**src/rtl/tt_um_jleugeri_ttt_multi_processor.sv**
```systemverilog
// Multi-channel token processor: per-channel good/bad token counters with a round-robin
// scanner that emits start/end events. Optional REFRACTORY state under TTT_MULTI_REFRACTORY_EN.

module tt_um_jleugeri_ttt_multi_processor_channel #(
   parameter int NEW_TOKENS_BITS = 4,
   parameter int TOKENS_BITS     = 6,
   parameter int DURATION_BITS   = 4
)(
   input  logic                       clock_fast,
   input  logic                       reset,
   input  logic                       scan,
   input  logic                       upd,
   input  logic                       tick,
   input  logic [NEW_TOKENS_BITS-1:0] new_good_tokens,
   input  logic [NEW_TOKENS_BITS-1:0] new_bad_tokens,
   input  logic [TOKENS_BITS-1:0]     good_tokens_threshold,
   input  logic [TOKENS_BITS-1:0]     bad_tokens_threshold,
   input  logic [DURATION_BITS-1:0]   duration,
   output logic                       fire_start,
   output logic                       fire_end,
   output logic                       active
);
`ifdef TTT_MULTI_REFRACTORY_EN
   typedef enum logic [1:0] {IDLE, ACTIVE, REFRACTORY} state_t;
`else
   typedef enum logic [1:0] {IDLE, ACTIVE} state_t;
`endif
   localparam int TMAX = 2**TOKENS_BITS - 1;

   state_t                   state, state_n;
   logic [TOKENS_BITS-1:0]   good, good_n, bad, bad_n;
   logic [DURATION_BITS-1:0] rem, rem_n;
   int                       sum;

   always_ff @(posedge clock_fast or posedge reset) begin
      if (reset) begin
         state <= IDLE;
         good  <= '0;
         bad   <= '0;
         rem   <= '0;
      end else begin
         state <= state_n;
         good  <= good_n;
         bad   <= bad_n;
         rem   <= rem_n;
      end
   end

   // Scan decisions use registered state; the token update then lands on top of any clear.
   always_comb begin
      state_n    = state;
      good_n     = good;
      bad_n      = bad;
      rem_n      = rem;
      sum        = 0;
      fire_start = scan && state == IDLE && good_tokens_threshold != '0 &&
                   good >= good_tokens_threshold;
      fire_end   = scan && state == ACTIVE && (rem == '0 ||
                   (bad_tokens_threshold != '0 && bad >= bad_tokens_threshold));
      if (tick && rem != '0 && state != IDLE) rem_n = rem - 1'b1;
      if (fire_start) begin
         state_n = ACTIVE;
         rem_n   = duration;
         good_n  = '0;
      end
      if (fire_end) begin
         bad_n = '0;
`ifdef TTT_MULTI_REFRACTORY_EN
         state_n = REFRACTORY;
         rem_n   = duration;
`else
         state_n = IDLE;
`endif
      end
`ifdef TTT_MULTI_REFRACTORY_EN
      if (scan && state == REFRACTORY && rem == '0) state_n = IDLE;
`endif
      if (upd) begin
         if (state == IDLE) begin
            sum = int'(good_n) + int'(new_good_tokens) - int'(new_bad_tokens);
            if (sum < 0) sum = 0;
            else if (sum > TMAX) sum = TMAX;
            good_n = TOKENS_BITS'(sum);
         end else if (state == ACTIVE) begin
            sum = int'(bad_n) + int'(new_bad_tokens);
            if (sum > TMAX) sum = TMAX;
            bad_n = TOKENS_BITS'(sum);
         end
      end
   end

   assign active = (state == ACTIVE);
endmodule

module tt_um_jleugeri_ttt_multi_processor #(
   parameter  int CHANNELS        = 4,
   parameter  int NEW_TOKENS_BITS = 4,
   parameter  int TOKENS_BITS     = 6,
   parameter  int DURATION_BITS   = 4,
   localparam int CH_BITS         = $clog2(CHANNELS)
)(
   input  logic                       clock_fast,
   input  logic                       reset,
   input  logic                       tick,
   input  logic                       in_valid,
   input  logic [CH_BITS-1:0]         in_channel,
   input  logic [NEW_TOKENS_BITS-1:0] new_good_tokens,
   input  logic [NEW_TOKENS_BITS-1:0] new_bad_tokens,
   input  logic [TOKENS_BITS-1:0]     good_tokens_threshold,
   input  logic [TOKENS_BITS-1:0]     bad_tokens_threshold,
   input  logic [DURATION_BITS-1:0]   duration,
   output logic                       out_valid,
   input  logic                       out_ready,
   output logic [CH_BITS-1:0]         out_channel,
   output logic                       out_is_end,
   output logic [CHANNELS-1:0]        active
);
   logic [CH_BITS-1:0]  ptr;
   logic                stall;
   logic [CHANNELS-1:0] sel, fs, fe;

   assign stall = out_valid && !out_ready;

   for (genvar c = 0; c < CHANNELS; c++) begin : g_ch
      assign sel[c] = !stall && ptr == CH_BITS'(c);
      tt_um_jleugeri_ttt_multi_processor_channel #(
         .NEW_TOKENS_BITS(NEW_TOKENS_BITS),
         .TOKENS_BITS    (TOKENS_BITS),
         .DURATION_BITS  (DURATION_BITS)
      ) u_ch (
         .clock_fast           (clock_fast),
         .reset                (reset),
         .scan                 (sel[c]),
         .upd                  (in_valid && in_channel == CH_BITS'(c)),
         .tick                 (tick),
         .new_good_tokens      (new_good_tokens),
         .new_bad_tokens       (new_bad_tokens),
         .good_tokens_threshold(good_tokens_threshold),
         .bad_tokens_threshold (bad_tokens_threshold),
         .duration             (duration),
         .fire_start           (fs[c]),
         .fire_end             (fe[c]),
         .active               (active[c])
      );
   end

   // Only the selected channel can fire, so OR-reducing the fire vectors is exact.
   always_ff @(posedge clock_fast or posedge reset) begin
      if (reset) begin
         ptr         <= '0;
         out_valid   <= 1'b0;
         out_channel <= '0;
         out_is_end  <= 1'b0;
      end else begin
         if (!stall) ptr <= (ptr == CH_BITS'(CHANNELS - 1)) ? '0 : ptr + 1'b1;
         if (|(fs | fe)) begin
            out_valid   <= 1'b1;
            out_channel <= ptr;
            out_is_end  <= |fe;
         end else if (out_ready) begin
            out_valid <= 1'b0;
         end
      end
   end
endmodule

```
**config.mk**
```make
export PLATFORM = sky130hd
export DESIGN_NAME = tt_um_jleugeri_ttt_multi_processor
export DESIGN_NICKNAME = d
export VERILOG_FILES = /design/src/rtl/tt_um_jleugeri_ttt_multi_processor.sv
export SDC_FILE = /design/constraint.sdc
export NUM_CORES = 1
export LEC_CHECK = 0
export ABC_AREA = 1
export BUFFER_PORTS_ARGS = -buffer_cell sky130_fd_sc_hd__buf_4
export CORE_MARGIN = 2
export CORE_UTILIZATION = 45
export DETAILED_ROUTE_END_ITERATION = 6
export SYNTH_ARGS = -nofsm -noshare
export SYNTH_HDL_FRONTEND = slang
export SYNTH_SLANG_ARGS = --single-unit
```
**constraint.sdc**
```tcl
create_clock -name clock_fast -period 3.3 [get_ports clock_fast]
set_clock_uncertainty 0.1 [all_clocks]
set_input_delay 0.33 -clock clock_fast [delete_from_list [all_inputs] [get_ports clock_fast]]
set_output_delay 0.33 -clock clock_fast [all_outputs]
set_load 0.01 [all_outputs]
```
==> metrics.txt <==
status=complete, but fails checks; violated checks=setup timing; Placed Area=8540 um2; gr busiest metal=met2; Setup CP Type=reg2reg; final setup violating endpoints=4; met3 GRT Util=0.0219; minimum clock period=3.32 ns; 1st-iter DRT viols=430; synthesized cell area=7410 um2; Yosys top cell by area=dfrtp_1; layout net count=1,318; Worst slew margin=0.452; largest net degree at the start of global routing=44; vias per cell=4.86; Synth Area in Compound Gates=0.0961; Final period util=1.00; pwr dens=910 nW/um2; post-synthesis average cell area=7.38 um2; CTS tree=done; most common cell in the netlist=nand2_1; Post-DRT Antenna Nets=0; total track usage=0.224; Worst R2R Path Depth=21; routability cong.=0.872; Worst EP arrival=3.46 ns; worst r2r src=g_ch[3].u_ch.good[4]; met1 GRT Util=0.287; Max-cap violations=0; Clock Path Buffers=2; worst setup path end=g_ch[3].u_ch.good[3]; Starting Density=0.463; Ant. Diodes=0; YS warnings=0; post-synthesis adder-cell area fraction=0.235; synth cell count leaders=260 x nand2_1, 192 x inv_1, 107 x ha_1; Mapped Nets=1,161; final hold vios=0; Setup TNS=-0.0376 ns; Clock Tree Root=clkbuf_16; flops & latches, synth=74; FMAX=302 MHz; # port buffers=38; Post-Route WL=19,500 um; H-tree levels=3; VDD IR max=0.530 mV; ys async rst share=1.00; layout cell share with drive strength beyond 1=0.303; Synth Flop Type=dfrtp_1; initial antenna violation count=0; total die area=17,500 um2; RSZ-0062 raised after global routing=yes; routed vias=6,707; CP Launch Point=g_ch[3].u_ch.good[4]; synth top area cells=dfrtp_1 25%, ha_1 18%, nand2_1 13%; Yosys cell types=43; clk sinks=74; mux share of post-synthesis cell area=0; Leak=5.25 nW; Startpoint Class=flop; core footprint=16,000 um2; router iterations before antenna repair=7; Crit Reg-Reg Endpoint=g_ch[3].u_ch.good[3]; max-slew violations=0; CP required=3.45 ns; XOR/XNOR share of the synthesized area=0.0367; worst setup margin=-0.0157 ns; post-DP HPWL=14,900 um; row count=46; global-route wire length before repair=31,300 um; Clock Latency Late Sink=0.35 ns; largest fanout on the critical path=6; number of buffers created by CTS=9; Die X=132 um; routed length per placed instance=14.1 um; Chip Height=132 um; Seq/Total Area, Yosys=0.250; Worst Tran Pin Value=0.822 ns; CP endpoint kind=flop; IO Count=39; type of the tightest min-delay check=in2async; setup slack, reg-to-reg=-0.02 ns; Reg clk slew, reported paths=0.06 ns; GRT met2 Usage=0.393; largest family of logic cells by synthesized area=simple AND/OR/NAND/NOR gates; post-detailed-route DRC marker count=0; GR Overflow Total=0; EDFF count, synth=0; share of the synthesized area in the top cell type=0.250; post-route cell area=9800 um2; Layout area overhead=32.4%; Mapped Cells=1,003; Post-Synth Simple-Gate Area=0.269; vias in the first global route=6,416
-- critical path, cell delays in order (launching register included) --
cell and delay (ns):
dfrtp_1 0.43, ha_4 0.30, nand2_1 0.08, o21a_1 0.20, nand3_2 0.09, nand2_4 0.08, nand2_4 0.09, inv_2 0.04
fa_1 0.49, fa_2 0.43, nand3_2 0.09, nand3_2 0.07, nand2_1 0.06, nand2_1 0.06, a21oi_2 0.16, inv_1 0.06
nand3_2 0.06, nand2_2 0.07, nand2_2 0.10, nand2_1 0.05, nand2_1 0.06, nand2_1 0.05
-- power breakdown --
part	leakage, nW	internal, W	switching [W]
clock	0.151	0.000623	0.000405
sequential	0.907	0.00134	0.000353
combinational	4.19	0.00286	0.00334
-- cells in the final DEF, fill, tap and decap left out, drive strengths merged, types with 2 or more instances in the layout --
master,instances
o211ai,3
o221ai,8
o21ai,40
nand3,59
clkinvlp,4
nand3b,2
nor2,71
and2,2
nand2,280
dfrtp,74
nor3,13
inv,194
clkbuf,11
xnor2,16
a31oi,11
xor2,15
buf,157
o21a,4
fa,20
ha,107
nand4,17
a21oi,44
a21o,4
clkinv,4
-- logic make-up (layout without fill, tap and decap cells) --
family / count (synthesis) / count (layout)
and+or+nand+nor: 444 / 444
buffers and inverters: 209 / 371
adders and majority gates: 127 / 127
AOI/OAI and AO/OA: 118 / 118
DFF: 74 / 74
xor gates and xnor gates: 31 / 31
-- metrics by stage --
step / utilization / std cells / hold WS [ns] / setup slack [ns] / total power, W
2_1_floorplan: - / 1003 / 0.357 / 0.00358 / 0.00530
6_report: 0.613 / 1381 / 0.00898 / -0.0157 / 0.00892
3_5_place_dp: 0.534 / 1335 / 0.419 / -0.414 / 0.00680
5_1_grt: 0.613 / 1381 / 0.0855 / -0.234 / 0.00987
3_3_place_gp: 0.534 / 1335 / 0.419 / -0.372 / 0.00673
4_1_cts: 0.568 / 1360 / 0.0465 / 0.000650 / 0.00811
-- worst min-delay path by stage --
stage,start,endpoint,cells after the start
after floorplan,duration[1],g_ch[0].u_ch.rem[1],2
after global placement,reset,g_ch[1].u_ch.bad[5],2
after detailed placement,reset,g_ch[2].u_ch.bad[5],2
after CTS,reset,g_ch[2].u_ch.bad[5],2
after global routing,reset,g_ch[1].u_ch.bad[5],2
final,reset,g_ch[1].u_ch.bad[5],2
-- layout make-up --
class / instances / area [um2]
timing repair buffer: 157 / 1180
inverter: 198 / 763
sequential: 74 / 1860
clock inverter: 5 / 52.6
fill: 1473 / 6200
multi-input combinational: 720 / 5430
clock buffer: 11 / 253
tap: 216 / 270
-- state kept, by name, summed over array words and instances, names as in the netlist --
register         flops
g_ch.u_ch.bad       24
g_ch.u_ch.good      24
g_ch.u_ch.rem       16
g_ch.u_ch.state      4
out_channel          2
out_is_end           1
out_valid            1
ptr                  2
-- metal layers --
metal | share of wire | routed length [um]
met1 | 0.46 | 8980
met2 | 0.50 | 9770
met4 | 0.019 | 361
met3 | 0.019 | 379
met5 | 0 | 0
-- timing repair --
| item | CTS | global route |
|---|---|---|
| pin swaps | 17 | 73 |
| hold buffers | 0 | 0 |
| resized for setup | 36 | 125 |
| setup buffers | 9 | 21 |
| setup endpoints to repair | 24 | 47 |
Note: power is estimated with default switching activity, not from simulation.
